<file path="config.mk">
export PLATFORM = sky130hd
export DESIGN_NAME = mem_arbiter
export DESIGN_NICKNAME = d
export VERILOG_FILES = /design/src/rtl/mem_arb_pkg.sv /design/src/rtl/mem_arbiter_arb_pick.sv /design/src/rtl/mem_arbiter.sv
export SDC_FILE = /design/constraint.sdc
export NUM_CORES = 1
export LEC_CHECK = 0
export CAP_MARGIN = 10
export CORE_AREA = 4 4 109 121
export DETAILED_ROUTE_END_ITERATION = 7
export DIE_AREA = 0 0 113 125
export GPL_TIMING_DRIVEN = 1
export HOLD_SLACK_MARGIN = 0.05
export PLACE_DENSITY = 0.81
export SYNTH_ARGS = -nofsm -noshare
export SYNTH_HDL_FRONTEND = slang
export SYNTH_SLANG_ARGS = --single-unit
</file>
<file path="constraint.sdc">
create_clock -name clk -period 1.7 [get_ports clk]
set_input_delay 0.51 -clock clk [delete_from_list [all_inputs] [get_ports clk]]
set_output_delay 0.51 -clock clk [all_outputs]
set_load 0.01 [all_outputs]
</file>
<file path="src/rtl/mem_arb_pkg.sv">
// Shared definitions for the two-requester memory arbiter: default widths,
// the FSM state encoding and the requester-id type.
package mem_arb_pkg;

    localparam int ADDR_W_DEF = 12;
    localparam int DATA_W_DEF = 32;

    typedef enum logic [1:0] {
        IDLE   = 2'b00,
        ACCESS = 2'b01,
        RESP   = 2'b10
    } state_t;

    // One bit identifies which of the two requesters owns an access.
    typedef logic req_id_t;

    localparam req_id_t ID_R0 = 1'b0;
    localparam req_id_t ID_R1 = 1'b1;

endpackage

</file>
<file path="src/rtl/mem_arbiter_arb_pick.sv">
// Winner selection for the memory arbiter.
// Default build: fixed priority, requester 0 wins any contention.
// With MEM_ARB_RR_EN defined: round-robin, the requester not granted last wins.
module arb_pick
    import mem_arb_pkg::*;
(
    input  logic [1:0] req,
    input  req_id_t    last,
    output req_id_t    winner
);

`ifdef MEM_ARB_RR_EN
    // Alternate on contention; a lone requester always wins.
    always_comb begin
        if (req[0] && req[1]) winner = ~last;
        else                  winner = req[1] ? ID_R1 : ID_R0;
    end
`else
    // Requester 1 only wins when requester 0 is silent.
    assign winner = (req[1] && !req[0]) ? ID_R1 : ID_R0;

    // The pointer input is meaningless under fixed priority.
    logic unused_last;
    assign unused_last = last;
`endif

endmodule

</file>
<file path="src/rtl/mem_arbiter.sv">
// Two-requester arbiter in front of a single-port memory with combinational
// read data. Each access runs IDLE -> ACCESS -> RESP, so a request sampled in
// IDLE reaches memory in the next cycle and read data is valid the cycle after.
// Optional feature: define MEM_ARB_RR_EN for round-robin contention handling.
module mem_arbiter
    import mem_arb_pkg::*;
#(
    parameter int ADDR_W = ADDR_W_DEF,
    parameter int DATA_W = DATA_W_DEF
) (
    input  logic              clk,
    input  logic              rst_n,

    input  logic              r0_req,
    input  logic              r0_we,
    input  logic [ADDR_W-1:0] r0_addr,
    input  logic [DATA_W-1:0] r0_wdata,
    output logic              r0_gnt,
    output logic              r0_rvalid,
    output logic [DATA_W-1:0] r0_rdata,

    input  logic              r1_req,
    input  logic              r1_we,
    input  logic [ADDR_W-1:0] r1_addr,
    input  logic [DATA_W-1:0] r1_wdata,
    output logic              r1_gnt,
    output logic              r1_rvalid,
    output logic [DATA_W-1:0] r1_rdata,

    output logic              mem_we,
    output logic [ADDR_W-1:0] mem_addr,
    output logic [DATA_W-1:0] mem_din,
    input  logic [DATA_W-1:0] mem_dout
);

    state_t            state;
    req_id_t           id_q;
    logic              we_q;
    req_id_t           pick;
    req_id_t           last;
    logic              any_req;
    logic              sel_we;
    logic [ADDR_W-1:0] sel_addr;
    logic [DATA_W-1:0] sel_wdata;

    assign any_req   = r0_req | r1_req;
    assign sel_we    = (pick == ID_R1) ? r1_we    : r0_we;
    assign sel_addr  = (pick == ID_R1) ? r1_addr  : r0_addr;
    assign sel_wdata = (pick == ID_R1) ? r1_wdata : r0_wdata;

    arb_pick u_pick (
        .req    ({r1_req, r0_req}),
        .last   (last),
        .winner (pick)
    );

`ifdef MEM_ARB_RR_EN
    req_id_t last_q;

    // Remember who was granted, updated as the access enters ACCESS.
    always_ff @(posedge clk or negedge rst_n) begin
        if (!rst_n)                        last_q <= ID_R1;
        else if (state == IDLE && any_req) last_q <= pick;
    end

    assign last = last_q;
`else
    assign last = ID_R1;
`endif

    // Access sequencer; mem_addr/mem_din double as the latched address and
    // write data, so they naturally hold their value outside ACCESS.
    always_ff @(posedge clk or negedge rst_n) begin
        // NOTE: every register here uses <= so all of them update from the
        // same pre-edge values; blocking = would leak new values mid-block.
        if (!rst_n) begin
            state     <= IDLE;
            id_q      <= ID_R0;
            we_q      <= 1'b0;
            mem_we    <= 1'b0;
            mem_addr  <= '0;
            mem_din   <= '0;
            r0_gnt    <= 1'b0;
            r1_gnt    <= 1'b0;
            r0_rvalid <= 1'b0;
            r1_rvalid <= 1'b0;
            r0_rdata  <= '0;
            r1_rdata  <= '0;
        end else begin
            case (state)
                IDLE: begin
                    if (any_req) begin
                        id_q     <= pick;
                        we_q     <= sel_we;
                        mem_we   <= sel_we;
                        mem_addr <= sel_addr;
                        mem_din  <= sel_wdata;
                        r0_gnt   <= (pick == ID_R0);
                        r1_gnt   <= (pick == ID_R1);
                        state    <= ACCESS;
                    end
                end
                ACCESS: begin
                    mem_we <= 1'b0;
                    r0_gnt <= 1'b0;
                    r1_gnt <= 1'b0;
                    if (!we_q) begin
                        if (id_q == ID_R0) begin
                            r0_rdata  <= mem_dout;
                            r0_rvalid <= 1'b1;
                        end else begin
                            r1_rdata  <= mem_dout;
                            r1_rvalid <= 1'b1;
                        end
                    end
                    state <= RESP;
                end
                RESP: begin
                    r0_rvalid <= 1'b0;
                    r1_rvalid <= 1'b0;
                    state     <= IDLE;
                end
                default: state <= IDLE;
            endcase
        end
    end

endmodule

</file>
; Word-level counts from Yosys, hierarchy flattened
; Index checks and enable logic that the tools add are counted.
; Widths: inputs -> output; s select.
[classes]
eq_ne = 6
muxes = 18
n_reduce_logical = 11
n_bitwise = 4
[op_table]
columns = operator, count
row1 = $mux 32, 1
row2 = $mux 12, 1
row3 = $reduce_and 3->1, 4
row4 = $pmux 1 s2, 5
row5 = $mux 1, 9
row6 = $ne 2x2->1 const B, 4
row7 = $pmux 2 s2, 1
row8 = $reduce_and 2->1, 2
row9 = $reduce_bool 2->1, 2
row10 = $not 1->1, 3
row11 = $eq 2x1->1 const B, 1
row12 = $eq 2x2->1 const B, 1
row13 = $logic_not 2->1, 1
row14 = $mux 2, 1
row15 = $logic_and 1x1->1, 1
row16 = $logic_not 1->1, 1
row17 = $or 1x1->1, 1
[word_totals]
inputBits = 126
out_inout_bits = 113
regBits = 117
word_cells = 51

; Longest topological paths before layout
; Gate-level depths: netlist of run 1.
[depth]
ltp_word = 6
ltp_mapped = 6
ltp_nobuf = 4

; Hierarchy
; Synthesis of run 1 repeated with hierarchy kept, for this count alone.
[unflattened]
cells_unflattened = 308
area_unflattened_um2 = 4921.0
[modules_own_cells]
columns = mod, seq_area_each_um2, area_each_um2, cells_each, instances
row1 = mem_arbiter, 2927.8, 4907.2, 307, 1
row2 = arb_pick, 0.0, 13.8, 1, 1

; Least setup slack after synthesis of run 1
; No wires, ideal clock.
[synth_path]
path_kind = reg-to-reg
startpoint = reg state[1]
endpoint = reg r1_rdata[21]
slack_ns = 0.248
required_ns = 1.575
synth_period_minus_slack_ns = 1.452
arrival_time_ns = 1.327
path_buffers = 3
stages_incl_launch_ff = 7
setup_ns = 0.125
path_cell_list = dfrtp_1 buf_6 nor2b_4 and3_1 buf_6 buf_6 mux2_2
[synth_between]
elab_chain_cells = 2
[synth_lines]
columns = element, line
row1 = "start, declared", mem_arbiter.sv:36  ; state_t state;
row2 = "start signal, assigned", mem_arbiter.sv:77  ; state <= IDLE;
row3 = "start signal, assigned", mem_arbiter.sv:100  ; state <= ACCESS;
row4 = "start signal, assigned", mem_arbiter.sv:116  ; state <= RESP;
row5 = $eq 2x1->1, mem_arbiter.sv:90  ; case (state)
row6 = $reduce_and 3->1 (no line), n/a
row7 = "end signal, assigned", mem_arbiter.sv:112  ; r1_rdata <= mem_dout;
row8 = "end, declared", mem_arbiter.sv:28  ; output logic [DATA_W-1:0] r1_rdata,
; No other way between the ends.
; A chain may end at the register's enable or synchronous reset.

; Worst setup path in the final report of run 1
[layout_path]
startpoint = reg r1_rvalid
endpoint = out r1_rvalid
[layout_lines]
columns = element, line
row1 = "start, declared", mem_arbiter.sv:27  ; output logic r1_rvalid,
row2 = "start signal, assigned", mem_arbiter.sv:86  ; r1_rvalid <= 1'b0;
row3 = "start signal, assigned", mem_arbiter.sv:113  ; r1_rvalid <= 1'b1;
row4 = "start signal, assigned", mem_arbiter.sv:120  ; r1_rvalid <= 1'b0;
; No word-level cell between the ends.

==> results of run 1 <==
-- power breakdown --
part | internal (uW) | switching, uW | total [uW] | leakage [uW]
Combinational | 3180 | 2530 | 5710 | 0.00185
Clock | 2370 | 1160 | 3530 | 0.000290
Sequential | 4210 | 773 | 4980 | 0.00141
-- per-layer routing --
metal	track usage, %	vias to the layer above	part of all wire (%)
met1	23.0	1787	39
met2	30.8	218	48
li1	-	1684	-
met3	7.06	28	10
met4	8.49	0	2.9
met5	0	-	0
-- cells in the mapped netlist (all sizes together) --
library cell  instances
nor2b                 1
o21ai                 7
clkbuf                7
nand2                 3
mux2                 64
and3                  1
nand2b                2
a221o                44
a31oi                 1
nor3                  1
a22oi                 1
dfrtp               117
inv                   2
a21oi                 2
and2                 45
buf                  16
nor2                  3
nor4b                 1
nor3b                 1
-- kinds of logic after synthesis --
logic type,after synthesis,synth area share [%]
and+or+nand+nor,58,7.90
buffers and inverters,25,3.76
muxes,64,15.7
DFF,117,62.0
AOI/OAI and AO/OA,55,10.7
-- area by class of cell --
cell class | count | area, sq um
clock buffers | 22 | 464
clock inverters | 9 | 126
fillers | 928 | 4150
inverters | 2 | 7.51
multi-input cells | 177 | 1630
flip-flops and latches | 117 | 2930
well taps | 154 | 193
repair buffers | 253 | 2430
-- placed cells by master (no fill, tap or decap), types with 3 or more instances in the layout --
cell type and count:
sky130_fd_sc_hd__nor2_1 3, sky130_fd_sc_hd__buf_4 9, sky130_fd_sc_hd__clkdlybuf4s50_1 124, sky130_fd_sc_hd__mux2_4 5, sky130_fd_sc_hd__dfrtp_1 116, sky130_fd_sc_hd__clkbuf_1 3, sky130_fd_sc_hd__a221o_1 44, sky130_fd_sc_hd__mux2_2 55
sky130_fd_sc_hd__clkinv_2 4, sky130_fd_sc_hd__buf_12 6, sky130_fd_sc_hd__and2_1 45, sky130_fd_sc_hd__bufinv_16 3, sky130_fd_sc_hd__mux2_1 4, sky130_fd_sc_hd__nand2_1 3, sky130_fd_sc_hd__clkbuf_16 17, sky130_fd_sc_hd__dlygate4sd2_1 113
sky130_fd_sc_hd__o21ai_0 6
-- what timing repair did --
| item | in CTS | in global routing |
|---|---|---|
| hold buffers | 1 | 0 |
| resized for setup | 113 | 1 |
| setup buffers | 0 | 0 |
| endpoints found under the setup margin | 113 | 3 |
| hold endpoints to repair | 23 | 0 |
-- through the flow --
| step | hold WS, ps | instances | utilization (%) | TNS [ps] |
|---|---|---|---|---|
| 2_1_floorplan | 214 | 319 | - | 0 |
| 3_3_place_gp | 438 | 702 | 61.3 | -8770 |
| 3_5_place_dp | 435 | 702 | 61.3 | -10550 |
| 4_1_cts | 502 | 734 | 65.2 | 0 |
| 5_1_grt | 512 | 734 | 65.2 | 0 |
| 6_report | 496 | 734 | 65.2 | 0 |
-- sequential cells by signal, indices dropped and copies added (netlist names), 2 cells and up --
name	count
mem_din	32
mem_addr	12
r0_rdata	32
r1_rdata	32
state	2
-- final timing paths --
check / startpoint / to / slack, ps
worst min-delay path: r1_rdata[12] / r1_rdata[12] / 500
worst max register to register: state[1] / r1_rdata[13] / 110
worst min register to register: r1_rdata[12] / r1_rdata[12] / 500
max in group asynchronous: rst_n / mem_din[2] / 570
worst max-delay path: r1_rvalid / r1_rvalid / 90
min in group asynchronous: rst_n / r1_rdata[7] / 570
==> flow_summary.html, run 1 <==
<table>
<tr><th>Metric</th><th>Value</th></tr>
<tr><th colspan="2">Critical path</th></tr>
<tr><td>Cell type group with the largest total delay on the critical path</td><td>flip-flops</td></tr>
<tr><td>Cell Chain, Critical Path</td><td>dlygate4sd2_1</td></tr>
<tr><td>Worst-case reg-to-reg path depth</td><td>4</td></tr>
<tr><td>Crit path DAT</td><td>1100 ps</td></tr>
<tr><td>Capturing element type of the critical path</td><td>output pin</td></tr>
<tr><td>Type of the worst setup path</td><td>reg -&gt; out</td></tr>
<tr><td>Required arrival time at the worst endpoint</td><td>1190 ps</td></tr>
<tr><td>Worst path buffer plus inverter count</td><td>1</td></tr>
<tr><td>Total stage count of the critical path</td><td>1</td></tr>
<tr><td>CP Launch Type</td><td>register</td></tr>
<tr><td>Slowest library cell on the worst path</td><td>sky130_fd_sc_hd__dfrtp_1</td></tr>
<tr><td>Peak fanout along the critical path</td><td>3</td></tr>
<tr><td>Maximum single-stage delay on the critical path</td><td>400 ps</td></tr>
<tr><th colspan="2">Pwr</th></tr>
<tr><td>Maximum ir drop on the vdd rail</td><td>0.797 mV</td></tr>
<tr><td>Total chip power</td><td>14200 uW</td></tr>
<tr><td>Leak</td><td>0.00356 uW</td></tr>
<tr><td>PwrDens</td><td>1830 nW/um^2</td></tr>
<tr><th colspan="2">Global route</th></tr>
<tr><td>Total track usage</td><td>19.1%</td></tr>
<tr><td>Largest net degree at the start of global routing</td><td>51</td></tr>
<tr><td>Number of global-route vias before repair</td><td>4065</td></tr>
<tr><td>Global-route wire length before repair</td><td>21300 um</td></tr>
<tr><td>Initial antenna violation count</td><td>0</td></tr>
<tr><td>Remaining global-route overflow</td><td>0</td></tr>
<tr><th colspan="2">Detailed routing</th></tr>
<tr><td>Wire length reported by the detailed router</td><td>13400 um</td></tr>
<tr><td>Vias post-DR</td><td>3717</td></tr>
<tr><td>Initial detailed-routing violation count</td><td>146</td></tr>
<tr><td>DRC violation count after routing</td><td>0</td></tr>
<tr><td>Number of routed nets with antenna violations</td><td>0</td></tr>
<tr><td>Routed wire per std cell</td><td>18.3 um</td></tr>
<tr><td>Drt via density</td><td>5.06</td></tr>
<tr><td>Detailed-routing iteration count for the pre-antenna-repair pass</td><td>4</td></tr>
<tr><th colspan="2">Clocking</th></tr>
<tr><td>Clock Sink Count</td><td>117</td></tr>
<tr><td>Maximum number of buffers from clock root to sink</td><td>2</td></tr>
<tr><td>Clock network latency to the later pin of the worst-skew pair</td><td>400 ps</td></tr>
<tr><td>Clock tree root buffer cell</td><td>sky130_fd_sc_hd__clkbuf_16</td></tr>
<tr><td>H-tree levels</td><td>4</td></tr>
<tr><td>Cts bufs inserted</td><td>17</td></tr>
<tr><td>CTS tree</td><td>yes</td></tr>
<tr><td>Clock input transition at the sequential cells of the worst setup and hold paths</td><td>50 ps</td></tr>
<tr><th colspan="2">Place</th></tr>
<tr><td>Final weighted congestion of routability-driven global placement</td><td>0.797</td></tr>
<tr><td>IO Port Bufs</td><td>238</td></tr>
<tr><td>Instance area after placement</td><td>7320 sq um</td></tr>
<tr><td>Worst setup timing slack at the placement stage</td><td>-258 ps</td></tr>
<tr><td>DP Wirelength</td><td>10000 um</td></tr>
<tr><th colspan="2">Hold path</th></tr>
<tr><td>Worst hold path depth</td><td>1</td></tr>
<tr><td>Type of the tightest min-delay check</td><td>reg -&gt; reg</td></tr>
<tr><th colspan="2">Logic synthesis</th></tr>
<tr><td>Post-Syn Area</td><td>4720 sq um</td></tr>
<tr><td>Average footprint of a synthesized cell</td><td>14.8 sq um</td></tr>
<tr><td>Portion of the post-synthesis area used by sequential elements</td><td>62.0%</td></tr>
<tr><td>Synth top area share</td><td>62.0%</td></tr>
<tr><td>Number of distinct library cells after synthesis</td><td>25</td></tr>
<tr><td>Cell type contributing the most total cell area after synthesis</td><td>sky130_fd_sc_hd__dfrtp_1</td></tr>
<tr><td>Post-Syn Nets</td><td>445</td></tr>
<tr><td>Cell types with the largest area share after synthesis</td><td>sky130_fd_sc_hd__dfrtp_1 (62%), sky130_fd_sc_hd__mux2_2 (13%), sky130_fd_sc_hd__a221o_1 (9.3%)</td></tr>
<tr><td>Number of register bits inferred by synthesis</td><td>117</td></tr>
<tr><td>Synthesized instance count</td><td>319</td></tr>
<tr><td>Syn. warnings</td><td>0</td></tr>
<tr><th colspan="2">Layout</th></tr>
<tr><td>Layout cells sized above 1</td><td>18.6%</td></tr>
<tr><td>Summed area of non-filler cells in the final layout</td><td>7780 sq um</td></tr>
<tr><td>Area overhead of the layout relative to synthesis</td><td>64.7%</td></tr>
<tr><td>Total number of nets in the final design</td><td>694</td></tr>
<tr><td>Antenna diode count</td><td>0</td></tr>
<tr><th colspan="2">Timing</th></tr>
<tr><td>Time the worst path needs with I/O delays and setup</td><td>1610 ps</td></tr>
<tr><td>Slew at the pin with the worst max-slew slack</td><td>345 ps</td></tr>
<tr><td>Setup violation total in the final timing report</td><td>0</td></tr>
<tr><td>Relative slew slack</td><td>76.9%</td></tr>
<tr><td>Largest clock skew in the final design</td><td>12.4 ps</td></tr>
<tr><td>RSZ-0062 raised after global routing</td><td>false</td></tr>
<tr><td>Post-route setup slack</td><td>88.9 ps</td></tr>
<tr><td>Max-slew violation total from the final report</td><td>0</td></tr>
<tr><td>Number of hold-slack violations in the final timing report</td><td>0</td></tr>
<tr><td>Max Clock Freq</td><td>621 MHz</td></tr>
<tr><td>Ratio of final minimum period to clock period</td><td>94.8%</td></tr>
<tr><th colspan="2">Status</th></tr>
<tr><td>Outcome</td><td>finished, final reports clean</td></tr>
<tr><th colspan="2">Floorplanning</th></tr>
<tr><td>Starting density of the core</td><td>39.6%</td></tr>
<tr><td>Core area</td><td>11900 sq um</td></tr>
<tr><td>Die area</td><td>14100 sq um</td></tr>
<tr><td>Horizontal die dimension</td><td>113 um</td></tr>
<tr><td># IOs</td><td>239</td></tr>
<tr><td>Die Span Y</td><td>125 um</td></tr>
<tr><td># rows</td><td>42</td></tr>
<tr><th colspan="2">Run</th></tr>
<tr><td>Reported max-cap violation count</td><td>0</td></tr>
</table>
Note: power is estimated with default switching activity, not from simulation.
==> run 2, diff against run 1 <==
CORE_AREA = 4 4 115 128   (was 4 4 109 121)
DIE_AREA = 0 0 119 132   (was 0 0 113 125)
PLACE_DENSITY = 0.77   (was 0.81)
SKIP_LAST_GASP = 1   (was default)
clock period = 1.4 ns   (was 1.7 ns; I/O delays follow)
==> flow_summary.html, run 2 (same netlist as run 1, synthesis figures left out) <==
<table>
<tr><th>Metric</th><th>Value</th></tr>
<tr><th colspan="2">Place</th></tr>
<tr><td>DP Wirelength</td><td>10100 um</td></tr>
<tr><td>IO Port Bufs</td><td>238</td></tr>
<tr><td>Final weighted congestion of routability-driven global placement</td><td>0.782</td></tr>
<tr><th colspan="2">Global route</th></tr>
<tr><td>Global-route wire length before repair</td><td>23400 um</td></tr>
<tr><td>Initial antenna violation count</td><td>0</td></tr>
<tr><td>Number of global-route vias before repair</td><td>4360</td></tr>
<tr><td>Total track usage</td><td>18.9%</td></tr>
<tr><td>Remaining global-route overflow</td><td>0</td></tr>
<tr><td>Largest net degree at the start of global routing</td><td>39</td></tr>
<tr><th colspan="2">Critical path</th></tr>
<tr><td>Required arrival time at the worst endpoint</td><td>1680 ps</td></tr>
<tr><td>Peak fanout along the critical path</td><td>18</td></tr>
<tr><td>Type of the worst setup path</td><td>reg -&gt; reg</td></tr>
<tr><td>Capturing element type of the critical path</td><td>register</td></tr>
<tr><td>Cell Chain, Critical Path</td><td>nor2b_4 -&gt; and3_4 -&gt; buf_12 -&gt; mux2_4</td></tr>
<tr><td>Slowest library cell on the worst path</td><td>sky130_fd_sc_hd__dfrtp_2</td></tr>
<tr><td>CP Launch Type</td><td>register</td></tr>
<tr><td>Maximum single-stage delay on the critical path</td><td>480 ps</td></tr>
<tr><td>Crit path DAT</td><td>1800 ps</td></tr>
<tr><td>Worst path buffer plus inverter count</td><td>1</td></tr>
<tr><td>Cell type group with the largest total delay on the critical path</td><td>flip-flops</td></tr>
<tr><th colspan="2">Pwr</th></tr>
<tr><td>Leak</td><td>0.00378 uW</td></tr>
<tr><td>Total chip power</td><td>19100 uW</td></tr>
<tr><td>Maximum ir drop on the vdd rail</td><td>1.02 mV</td></tr>
<tr><td>PwrDens</td><td>2360 nW/um^2</td></tr>
<tr><th colspan="2">Layout</th></tr>
<tr><td>Most common cell after layout, fill and taps aside</td><td>sky130_fd_sc_hd__clkdlybuf4s50_1</td></tr>
<tr><td>Finished Core Util</td><td>59.8%</td></tr>
<tr><td>Largest registers</td><td>mem_din x32, r0_rdata x32, r1_rdata x32</td></tr>
<tr><td>Fillers</td><td>1100</td></tr>
<tr><td>Antenna diode count</td><td>0</td></tr>
<tr><td>Layout cells sized above 1</td><td>43.4%</td></tr>
<tr><td>Commonest non-fill, non-tap cells in the layout</td><td>sky130_fd_sc_hd__clkdlybuf4s50_1 (123), sky130_fd_sc_hd__dfrtp_1 (116), sky130_fd_sc_hd__buf_2 (109), sky130_fd_sc_hd__and2_1 (44), sky130_fd_sc_hd__a221o_1 (44)</td></tr>
<tr><td>Total number of nets in the final design</td><td>738</td></tr>
<tr><td>Area overhead of the layout relative to synthesis</td><td>72.0%</td></tr>
<tr><th colspan="2">Detailed routing</th></tr>
<tr><td>Routed wire per std cell</td><td>19.2 um</td></tr>
<tr><td>Wire length reported by the detailed router</td><td>15600 um</td></tr>
<tr><td>Detailed-routing iteration count for the pre-antenna-repair pass</td><td>4</td></tr>
<tr><td>Wire length on met2</td><td>7490 um</td></tr>
<tr><td>Met1 wire length</td><td>6430 um</td></tr>
<tr><td>Vias post-DR</td><td>3997</td></tr>
<tr><td>Number of routed nets with antenna violations</td><td>0</td></tr>
<tr><td>Highest metal layer with signal wires</td><td>met4</td></tr>
<tr><td>Initial detailed-routing violation count</td><td>206</td></tr>
<tr><td>DRC violation count after routing</td><td>0</td></tr>
<tr><td>Met3 layer wire length in the routed design</td><td>1230 um</td></tr>
<tr><td>Drt via density</td><td>4.92</td></tr>
<tr><th colspan="2">Clocking</th></tr>
<tr><td>Clock tree root buffer cell</td><td>sky130_fd_sc_hd__clkbuf_16</td></tr>
<tr><td>H-tree levels</td><td>4</td></tr>
<tr><td>Clock network latency to the later pin of the worst-skew pair</td><td>410 ps</td></tr>
<tr><td>Cts bufs inserted</td><td>17</td></tr>
<tr><td>Clock input transition at the sequential cells of the worst setup and hold paths</td><td>50 ps</td></tr>
<tr><td>Clock Sink Count</td><td>117</td></tr>
<tr><td>CTS tree</td><td>yes</td></tr>
<tr><td>Maximum number of buffers from clock root to sink</td><td>2</td></tr>
<tr><th colspan="2">Timing</th></tr>
<tr><td>Slew at the pin with the worst max-slew slack</td><td>364 ps</td></tr>
<tr><td>Time the worst path needs with I/O delays and setup</td><td>1510 ps</td></tr>
<tr><td>Post-route setup slack</td><td>-115 ps</td></tr>
<tr><td>Ratio of final minimum period to clock period</td><td>108%</td></tr>
<tr><td>Setup violation total in the final timing report</td><td>109</td></tr>
<tr><td>Max-slew violation total from the final report</td><td>0</td></tr>
<tr><td>Worst hold slack after final layout</td><td>422 ps</td></tr>
<tr><td>Max Clock Freq</td><td>660 MHz</td></tr>
<tr><td>RSZ-0062 raised after global routing</td><td>true</td></tr>
<tr><td>Number of hold-slack violations in the final timing report</td><td>0</td></tr>
<tr><td>Largest clock skew in the final design</td><td>18.2 ps</td></tr>
<tr><td>Relative slew slack</td><td>75.6%</td></tr>
<tr><th colspan="2">Run</th></tr>
<tr><td>Reported max-cap violation count</td><td>0</td></tr>
<tr><th colspan="2">Floorplanning</th></tr>
<tr><td># IOs</td><td>239</td></tr>
<tr><td>Core area</td><td>13600 sq um</td></tr>
<tr><td>Die area</td><td>15700 sq um</td></tr>
<tr><td>Die Span Y</td><td>132 um</td></tr>
<tr><td>Starting density of the core</td><td>34.8%</td></tr>
<tr><td>Horizontal die dimension</td><td>119 um</td></tr>
<tr><td># rows</td><td>45</td></tr>
<tr><th colspan="2">Status</th></tr>
<tr><td>Outcome</td><td>complete, but fails checks</td></tr>
<tr><td>Failing checks</td><td>negative setup slack</td></tr>
<tr><th colspan="2">Hold path</th></tr>
<tr><td>Type of the tightest min-delay check</td><td>in -&gt; async</td></tr>
</table>
## run 2: cell count changes in the layout (fill, tap and decap cells not counted), sizes merged
cell / delta
buf: +150
dlygate4sd2: -112
clkbuf: +9
clkdlybuf4s50: -1
clkinv: -1
clkinvlp: +1
inv: -1
## run 2: layer usage
layer  track usage, %  up-vias
met3             6.78       39
met2             30.3      219
li1                 -     1766
met1             23.0     1973
met5                0        -
met4             7.98        0
## run 2: what timing repair did
item                                    4_1_cts  5_1_grt
setup buffers                                17        9
gates cloned                                  3        8
endpoints found under the setup margin      223      124
pin swaps                                     1        3
gates resized for setup                     459       18
hold endpoints to repair                     10        0
hold buffers                                  1        0
## run 2: worst reg2reg max path: cells and delay by family, from the launching register on
kind          cells  cell delay (ps)
flops             1              480
simple gates      2              380
buf+inv           1              200
mux               1              330
## run 2: final cells by class
type | instances | area (sq um) | area share, %
clock inverter | 8 | 120 | 1.48
inverter | 2 | 7.51 | 0.0925
timing repair buffer | 297 | 2580 | 31.7
sequential | 117 | 2930 | 36.1
multi-input combinational | 177 | 1750 | 21.5
tap | 188 | 235 | 2.90
clock buffer | 24 | 502 | 6.18
## run 2: path summary, 6_finish.rpt
check                             start      endpoint  slack [ps]  cells after the start
hold reg to reg            r0_rdata[31]  r0_rdata[31]         490                      1
hold / removal                    rst_n  r1_rdata[20]         420                      2
min in group clk           r0_rdata[31]  r0_rdata[31]         490                      1
setup / recovery               state[1]  r1_rdata[27]        -110                      4
max in group asynchronous         rst_n   mem_din[24]         510                      3
setup reg to reg               state[1]  r1_rdata[27]        -110                      4
## run 2: stage by stage
stage	setup TNS [ps]	cell area, sq um	instances	setup slack, ps
after floorplan	-1490	4830	319	-40.9
after global placement	-24330	7550	743	-418
after detailed placement	-29630	7550	743	-507
after CTS	-8210	7820	796	-105
after global routing	-14500	8120	813	-160
final	-8450	8120	813	-115
## run 2: report_power, final
part           internal [uW]  switching (uW)  total [uW]
sequential              5110             980        6090
combinational           4840            3650        8490
clock                   3030            1520        4550
total                  13000            6160       19100
